`src/rtl/pet_pkg.sv`:
```
// Shared stat indices, value limits, FSM encoding and grant record for the pet stat scheduler.
package pet_pkg;

  localparam logic [1:0] STAT_FOOD  = 2'd0;
  localparam logic [1:0] STAT_SLEEP = 2'd1;
  localparam logic [1:0] STAT_FUN   = 2'd2;
  localparam logic [1:0] STAT_HAPPY = 2'd3;

  localparam logic [2:0] STAT_MAX = 3'd7;
  localparam logic [2:0] STAT_MIN = 3'd0;

  localparam logic [1:0] IDLE  = 2'b00;
  localparam logic [1:0] GRANT = 2'b01;
  localparam logic [1:0] HOLD  = 2'b10;

  typedef struct packed {
    logic [1:0] idx;
    logic       down;
  } pick_t;

  function automatic logic [3:0] stat_onehot(input logic [1:0] idx);
    return 4'b0001 << idx;
  endfunction

endpackage

```
`src/rtl/pet_sec_timer.sv`:
```
// Prescaler producing a one-cycle sec_tick in the wrap cycle of a 0..CLK_PER_SEC-1 count.
module pet_sec_timer #(
  parameter int CLK_PER_SEC = 50
) (
  input  logic clk,
  input  logic rst,
  output logic sec_tick
);

  localparam int CW = (CLK_PER_SEC > 1) ? $clog2(CLK_PER_SEC) : 1;

  logic [CW-1:0] cnt;

  assign sec_tick = (cnt == CW'(CLK_PER_SEC - 1));

  always_ff @(posedge clk or negedge rst) begin
    if (!rst) begin
      cnt <= '0;
    end else if (sec_tick) begin
      cnt <= '0;
    end else begin
      cnt <= cnt + 1'b1;
    end
  end

endmodule

```
`src/rtl/pet_stat_scheduler.sv`:
```
// Round-robin scheduler issuing single up/down strobes to the four pet stat registers.
// Optional HEALTH_DECAY_EN adds per-stat zero timers driving health_down.
module pet_stat_scheduler
  import pet_pkg::*;
#(
  parameter int CLK_PER_SEC = 50,
  parameter int DECAY_FOOD  = 30,
  parameter int DECAY_SLEEP = 31,
  parameter int DECAY_FUN   = 25,
  parameter int HAPPY_SEC   = 20,
  parameter int COOLDOWN    = 4
`ifdef HEALTH_DECAY_EN
  , parameter int HEALTH_SEC = 10
`endif
) (
  input  logic       clk,
  input  logic       rst,
  input  logic       btn_feed,
  input  logic       btn_sleep,
  input  logic       btn_play,
  input  logic [2:0] food_value,
  input  logic [2:0] sleep_value,
  input  logic [2:0] fun_value,
  input  logic [2:0] happy_value,
  output logic [3:0] up_stb,
  output logic [3:0] down_stb,
  output logic       busy,
  output logic       sec_tick,
  output logic       health_down
);

  localparam int LIM [4] = '{DECAY_FOOD, DECAY_SLEEP, DECAY_FUN, HAPPY_SEC};

  logic [2:0] vals [4];
  logic [7:0] tmr [4];
  logic [3:0] tmr_hit;
  logic       happy_up, happy_dn;
  logic [3:0] up_set, down_set, up_clr, down_clr;
  logic [3:0] up_pend, down_pend, conflict, req;
  logic [1:0] state, ptr;
  logic [3:0] cd;
  pick_t      pick, sel;
  logic       pick_vld, take, blocked;
  logic [2:0] cur_val;

  assign vals[STAT_FOOD]  = food_value;
  assign vals[STAT_SLEEP] = sleep_value;
  assign vals[STAT_FUN]   = fun_value;
  assign vals[STAT_HAPPY] = happy_value;

  pet_sec_timer #(.CLK_PER_SEC(CLK_PER_SEC)) u_sec_timer (
    .clk      (clk),
    .rst      (rst),
    .sec_tick (sec_tick)
  );

  // Slots 0..2 are decay timers, slot 3 paces happiness evaluation.
  always_comb begin
    for (int k = 0; k < 4; k++) begin
      tmr_hit[k] = sec_tick && (tmr[k] == 8'(LIM[k] - 1));
    end
  end

  always_ff @(posedge clk or negedge rst) begin
    if (!rst) begin
      for (int k = 0; k < 4; k++) tmr[k] <= '0;
    end else if (sec_tick) begin
      for (int k = 0; k < 4; k++) tmr[k] <= tmr_hit[k] ? 8'd0 : tmr[k] + 8'd1;
    end
  end

  assign happy_up = tmr_hit[3] && (food_value >= 3'd4) && (fun_value >= 3'd4);
  assign happy_dn = tmr_hit[3] && ((food_value <= 3'd2) || (fun_value <= 3'd2));

  assign up_set   = {happy_up, btn_play, btn_sleep, btn_feed};
  assign down_set = {happy_dn, tmr_hit[2:0]};

  // Opposing requests on one stat cancel each other without consuming a slot.
  assign conflict = up_pend & down_pend;
  assign req      = (up_pend | down_pend) & ~conflict;

  always_comb begin
    logic [1:0] idx;
    idx      = '0;
    pick_vld = 1'b0;
    pick     = '0;
    for (int k = 0; k < 4; k++) begin
      idx = ptr + 2'(k);
      if (!pick_vld && req[idx]) begin
        pick_vld  = 1'b1;
        pick.idx  = idx;
        pick.down = down_pend[idx];
      end
    end
  end

  assign take     = (state == IDLE) && pick_vld;
  assign up_clr   = conflict | ((take && !pick.down) ? stat_onehot(pick.idx) : 4'b0);
  assign down_clr = conflict | ((take &&  pick.down) ? stat_onehot(pick.idx) : 4'b0);

  // New requests arriving with a clear keep their pend bit.
  always_ff @(posedge clk or negedge rst) begin
    if (!rst) begin
      up_pend   <= '0;
      down_pend <= '0;
    end else begin
      up_pend   <= (up_pend   & ~up_clr)   | up_set;
      down_pend <= (down_pend & ~down_clr) | down_set;
    end
  end

  assign cur_val = vals[sel.idx];
  assign blocked = sel.down ? (cur_val == STAT_MIN) : (cur_val == STAT_MAX);
  assign busy    = (state != IDLE);

  always_ff @(posedge clk or negedge rst) begin
    if (!rst) begin
      state    <= IDLE;
      ptr      <= '0;
      sel      <= '0;
      cd       <= '0;
      up_stb   <= '0;
      down_stb <= '0;
    end else begin
      up_stb   <= '0;
      down_stb <= '0;
      case (state)
        IDLE: begin
          if (take) begin
            state <= GRANT;
            sel   <= pick;
            ptr   <= pick.idx + 2'd1;
          end
        end
        GRANT: begin
          if (blocked) begin
            state <= IDLE;
          end else begin
            state <= HOLD;
            cd    <= 4'(COOLDOWN);
            if (sel.down) down_stb <= stat_onehot(sel.idx);
            else          up_stb   <= stat_onehot(sel.idx);
          end
        end
        HOLD: begin
          if (cd == 4'd0) state <= IDLE;
          else            cd    <= cd - 4'd1;
        end
        default: state <= IDLE;
      endcase
    end
  end

`ifdef HEALTH_DECAY_EN
  logic [7:0] ztmr [4];
  logic [3:0] zhit;

  always_comb begin
    for (int k = 0; k < 4; k++) begin
      zhit[k] = sec_tick && (vals[k] == STAT_MIN) && (ztmr[k] == 8'(HEALTH_SEC - 1));
    end
  end

  always_ff @(posedge clk or negedge rst) begin
    if (!rst) begin
      for (int k = 0; k < 4; k++) ztmr[k] <= '0;
      health_down <= 1'b0;
    end else begin
      for (int k = 0; k < 4; k++) begin
        if (vals[k] != STAT_MIN) ztmr[k] <= '0;
        else if (sec_tick)       ztmr[k] <= zhit[k] ? 8'd0 : ztmr[k] + 8'd1;
      end
      health_down <= |zhit;
    end
  end
`else
  assign health_down = 1'b0;
`endif

endmodule

```
`config.mk`:
```
export PLATFORM = sky130hd
export DESIGN_NAME = pet_stat_scheduler
export DESIGN_NICKNAME = d
export VERILOG_FILES = /design/src/rtl/pet_pkg.sv /design/src/rtl/pet_sec_timer.sv /design/src/rtl/pet_stat_scheduler.sv
export SDC_FILE = /design/constraint.sdc
export NUM_CORES = 1
export LEC_CHECK = 0
export BUFFER_PORTS_ARGS = -buffer_cell sky130_fd_sc_hd__clkbuf_2
export CAP_MARGIN = 5
export CELL_PAD_IN_SITES_DETAIL_PLACEMENT = 1
export CELL_PAD_IN_SITES_GLOBAL_PLACEMENT = 2
export CORE_AREA = 2 2 96 98
export CTS_CLUSTER_SIZE = 16
export DETAILED_ROUTE_END_ITERATION = 12
export DIE_AREA = 0 0 98 100
export PLACE_DENSITY_LB_ADDON = 0.1
export SLEW_MARGIN = 15
export SYNTH_ARGS = -nofsm -noshare
export SYNTH_HDL_FRONTEND = slang
export SYNTH_SLANG_ARGS = --single-unit
```
`constraint.sdc`:
```
create_clock -name clk -period 5.37 [get_ports clk]
set_input_delay 1.074 -clock clk [delete_from_list [all_inputs] [get_ports clk]]
set_output_delay 1.074 -clock clk [all_outputs]
set_load 0.005 [all_outputs]
```
== After elaboration in Yosys (flattened, before gate mapping) ==
Index checks and enable logic that the tools add are counted.

* $add $sub $neg: 10
* Multiply operators: 0
* Div/mod/pow operators: 0
* Magnitude comparators: 9
* Equal/unequal tests: 12
* Shift-type cells: 2
* Muxes and demuxes: 48
* Bitwise logic cells: 13
* Reductions and logical operators: 26

{| class="wikitable"
|+ Operators by type and width
! operator !! number
|-
| $mux W4 || 10
|-
| $add A8 B1 Y8 const B || 4
|-
| $eq A8 B5 Y1 const B || 4
|-
| $mux W8 || 4
|-
| $or A4 B4 Y4 || 5
|-
| $mux W3 || 6
|-
| $and A4 B4 Y4 || 4
|-
| $bmux W1 S2 || 8
|-
| $logic_and A1 B1 Y1 || 13
|-
| $mux W1 || 13
|-
| $lt A2 B3 Y1 const B || 4
|-
| $not A4 Y4 || 3
|-
| $ge A3 B3 Y1 const B || 3
|-
| $ne A2 B2 Y1 const B || 4
|-
| $pmux W4 S2 || 1
|-
| $shl A1 B2 Y4 const A || 2
|-
| $add A6 B1 Y6 const B || 1
|-
| $bmux W3 S2 || 1
|-
| $eq A6 B6 Y1 const B || 1
|-
| $le A3 B2 Y1 const B || 2
|-
| $mux W2 || 3
|-
| $mux W6 || 1
|-
| $pmux W2 S3 || 1
|-
| $add A2 B1 Y2 const B || 2
|-
| other kinds (14) || 20
|}

* Flip-flop bits (word level): 65
* Latch bits: 0
* RAM bits: 0
* ROM bits: 0
* Bits of input ports: 17
* Output and inout bits: 11
* Logic and storage cells: 134
* Memories kept: 0

== Depth between registers and ports, before layout ==
* Depth in word-level cells: 22
* Depth in mapped cells: 11
* Mapped depth without buffers: 10

== Modules after synthesis ==
From an unflattened synthesis, not the netlist that was laid out.

* Cells, all modules: 351
* Area total of the unflattened synthesis: 3495.9 µm²

{| class="wikitable"
|+ By module, submodules not included
! module !! times used !! cells each !! area each (µm²) !! seq. area each (µm²)
|-
| pet_stat_scheduler || 1 || 325 || 3210.6 || 1476.4
|-
| pet_sec_timer || 1 || 26 || 285.3 || 150.1
|}

== Least setup slack after synthesis ==
Ideal clock, no wire load.

* Path kind: input -> register
* Start: input port happy_value[2]
* End: register cd[0]
* Library setup time: 125 ps
* Data arrival time: 2577 ps
* Required time: 5245 ps
* Path slack: 2668 ps
* Stages on the path: 5
* Buffers on the path: 0
* Cells stage by stage: mux4_2 or4b_1 o211ai_2 nand2_4 mux2_4

* Cells in the longest elaborated chain, start to end: 7
* Elaborated cells on any way between the ends: 8
* Classes of those cells: eq/ne (2); mux (4); reduce/logical (2)

{| class="wikitable"
|+ Ends and longest elaborated chain
! item !! RTL line !! source
|-
| start: declaration || pet_stat_scheduler.sv:24 || <nowiki>input logic [2:0] happy_value,</nowiki>
|-
| $bmux W3 S2 (*) || pet_stat_scheduler.sv:112 || <nowiki>assign cur_val = vals[sel.idx];</nowiki>
|-
| $mux W3 (not written as such) (*) (2 in series) || pet_stat_scheduler.sv:112 ||
|-
| $eq A3 B3 Y1 or $logic_not A3 Y1 (tied branches) || pet_stat_scheduler.sv:113 || <nowiki>assign blocked = sel.down ? (cur_val == STAT_MIN) : (cur_val == STAT_MAX);</nowiki>
|-
| $mux W1 (*) || pet_stat_scheduler.sv:113 ||
|-
| $ne A2 B2 Y1 (no line) (*) || - ||
|-
| $reduce_and A3 Y1 (no line) (*) || - ||
|-
| end signal: assignment || pet_stat_scheduler.sv:140 || <nowiki>cd <= 4'(COOLDOWN);</nowiki>
|-
| end signal: assignment || pet_stat_scheduler.sv:147 || <nowiki>else cd <= cd - 4'd1;</nowiki>
|-
| end: declaration || pet_stat_scheduler.sv:41 || <nowiki>logic [3:0] cd;</nowiki>
|}

Mark *: on every way between the ends. The rest lies on a longest branch, timed or not. The select of a mux whose other input is x is not followed.
A chain may end at the register's enable or synchronous reset.

== Final worst setup path ==
* Start: register u_sec_timer.cnt[1]
* End: output port sec_tick

* Cells in the longest elaborated chain, start to end: 1

{| class="wikitable"
|+ Ends and longest elaborated chain
! item !! RTL line !! source
|-
| start: declaration || pet_sec_timer.sv:12 || <nowiki>logic [CW-1:0] cnt;</nowiki>
|-
| start signal: assignment || pet_sec_timer.sv:22 || <nowiki>cnt <= cnt + 1'b1;</nowiki>
|-
| $eq A6 B6 Y1 || pet_sec_timer.sv:14 || <nowiki>assign sec_tick = (cnt == CW'(CLK_PER_SEC - 1));</nowiki>
|-
| end: declaration || pet_stat_scheduler.sv:28 || <nowiki>output logic sec_tick,</nowiki>
|}

Every way passes these cells.

==> out/qor.yml <==
synthSimpleGateAreaFrac: 0.2297
vias: 2727
gp_congestion: 0.7738
viasPerCell: 5.465
fillers: 1031
synth_area_um2: 3567
placed_cell_area_um2: 3779
htreeDepth: 3
cellPowerDensity_nw_per_um2: 408.9
outcome: "finished clean"
startpoint_type: "register"
numCtsBuffers: 9
r2r_start: "down_pend[3]$_DFF_PN0_"
fin_nets: 418
clkSlewWorstSetupHoldPaths_ns: 0.08
cp_top_family: "simple AND/OR/NAND/NOR gates"
initial_utilization: 0.4013
finalSetupTns_ns: 0
hold_viol: 0
cts_tree: "done"
seq_area_um2: 1627
grt_max_degree: 39
post_cts_resized: 0
dieArea_um2: 9800
ys_seq_area_frac: 0.4560
post_synth_fa_ha_maj_area_fraction: 0.06314
yosysUniqueCellTypes: 58
setup_viol: 0
synth_top_cell_area_share: 0.4560
drtPass1Iterations: 4
port_buffers: 26
max_freq_mhz: 362.0
synth_top_family_by_area: "simple AND/OR/NAND/NOR gates"
async_reset_ff_frac: 1.000
cpMostUsedCell: "inv_1"
grt_use_met2: 0.3030
io_pins: 28
crit_buf_inv: 3
power_leakage_nw: 1.815
std_cell_rows: 35
overflow: 0
core_region_area_um2: 8890
final_max_slew_viol_count: 0
syn_nets: 396
synth_top_area_cell: "dfrtp_1"
diodes: 0
cp_max_fo: 12
cap_viol_max_count: 0
wl_um: 7904
drt_iter0_drc: 66
area_growth_pct: 12.77
worstPathRequired_ns: 4.30
final_core_util: 0.4525
cts_root_buf: "clkbuf_8"
multi_input_area_um2: 1808
hold_path_class: "register to register"
ant_nets: 0
ir_worst_vdd_mv: 0.1812
clk_latency_ns: 0.34
crit_chain: "inv_1, ha_1, nand4b_1, or2_2, inv_1, clkbuf_2"
rsz0062_at_grt: "no"
hp-start: "tmr[31]$_DFFE_PN0P_"
grt_pass1_vias: 2901
slew_headroom: 0.4005
drive_above_1_share: 0.1675
ys_ff_latch: 65
postCtsSetupBuffers: 0
netlist_instances: 361
grt.busiest_layer: "met2"
clk_path_buf_depth: 2
cp-startpoint: "u_sec_timer.cnt[1]$_DFF_PN0_"
use_met3: 0.02855
clock_skew_ns: 0.01072
critPathCaptureType: "output pin"
synthMuxAreaShare: 0.05191
die_h_um: 100
synthXorXnorAreaFrac: 0.04665
clock-sinks: 65
grt_pass1_wl_um: 14010
drc: 0
grtUsageMet1: 0.2282
synth_compound_area_frac: 0.1143
gr-usage-all-layers: 0.1768
grt_antenna_before_repair: 0
fin_crit_ns: 2.763
synth_area_per_cell_um2: 9.881
dp_hpwl_um: 5555
fin_crit_sh: 0.5145
critPathMaxStageDelay_ns: 0.41
synth_edf_count: 0
avgRoutedWirePerCell_um: 15.84
final_area_um2: 4023
die_width_um: 98
synthFlopType: "dfrtp_1"
cts_hold_buf: 0
worstMarginPinSlew_ns: 0.8879
netlist_top_cells_area: "dfrtp_1 46%, ha_1 6.3%, nand2_1 3.9%, nor2_1 2.9%, xnor2_1 2.9%"
cp.arrival_ns: 1.69
cpMaxStageDelayCell: "dfrtp_1"
synth_warnings: 0
critical_path_class: "register to output pin"
-- cell families after synthesis --
kind of cell             Yosys count
AO/OA/AOI/OAI                     63
XOR/XNOR                          19
adder cells (fa/ha/maj)           18
buffers and inverters             32
flip-flops                        65
multiplexers                      13
other                              1
AND/OR/NAND/NOR                  150
-- layout make-up --
type / count / share of cell area
clock buffers: 11 / 0.03515
clock inverters: 5 / 0.02551
inverters: 14 / 0.01306
multi-input cells: 264 / 0.4495
flip-flops and latches: 65 / 0.4044
well taps: 111 / 0.03453
repair buffers: 29 / 0.03795
-- where the power goes --
group	internal [mW]	leakage (nW)	switching, mW
sequential	0.545	0.863	0.0834
clock	0.321	0.120	0.195
combinational	0.232	0.832	0.269
-- synthesized netlist by cell type (3+ instances only) --
cell      instances
nor2b_1           6
and4_1            3
clkbuf_1         14
or2_2             3
a21oi_1          17
nand2_1          37
a31o_2            3
nand3_1          16
xnor2_1          12
xor2_1            7
nand4b_1          7
a21o_1            3
nand3b_1          7
ha_1             18
nor3_1            6
o21ai_0          18
nor4_1            5
nand2b_1          7
dfrtp_1          65
nand4_1           7
mux4_2            3
and3_1            6
inv_1            14
nor2_1           28
a41oi_1           3
mux2_2            6
-- worst paths after layout --
check | end | slack [ns] | depth (start not counted)
hold reg to reg | tmr[31]$_DFFE_PN0P_ | 0.48 | 1
min in group asynchronous | up_stb[3]$_DFF_PN0_ | 0.81 | 1
setup reg to reg | up_pend[1]$_DFF_PN0_ | 2.64 | 10
hold / removal | tmr[31]$_DFFE_PN0P_ | 0.48 | 1
setup / recovery | sec_tick | 2.61 | 6
max in group asynchronous | tmr[16]$_DFFE_PN0P_ | 3.58 | 2
-- flip-flops by register name (all words and copies together), names as in the netlist, 3 cells and up --
register	count
tmr	32
u_sec_timer.cnt	6
cd	4
down_pend	4
down_stb	4
up_pend	4
up_stb	4
sel	3
-- through the flow --
stage          worst slack [ns]  total power [mW]  instances  hold WS (ns)
3_5_place_dp              2.477             1.145        483        0.4688
5_1_grt                   2.344             1.766        499        0.4963
6_report                  2.607             1.645        499        0.4799
4_1_cts                   2.564             1.666        499        0.4838
3_3_place_gp              2.528             1.133        483        0.4573
2_1_floorplan             2.668             1.018        361        0.4420
-- layer usage --
layer  share of wire  vias up
li1                -     1335
met1            0.48     1362
met2            0.49       19
met3           0.018       11
met4           0.013        0
met5               0        -
-- layout by cell type (no fill, tap or decap), drive strengths merged, types with 5 or more instances in the layout --
cell type,instances
clkbuf,37
inv,14
nand4b,7
nand2b,7
nand4,7
xnor2,12
and3,6
nor2b,6
a21oi,17
nand3,16
ha,18
nor2,28
o21ai,18
dfrtp,65
xor2,7
nor3,6
mux2,8
nand2,38
nand3b,7
nor4,5
No activity file was read; power rests on OpenSTA's default activity.
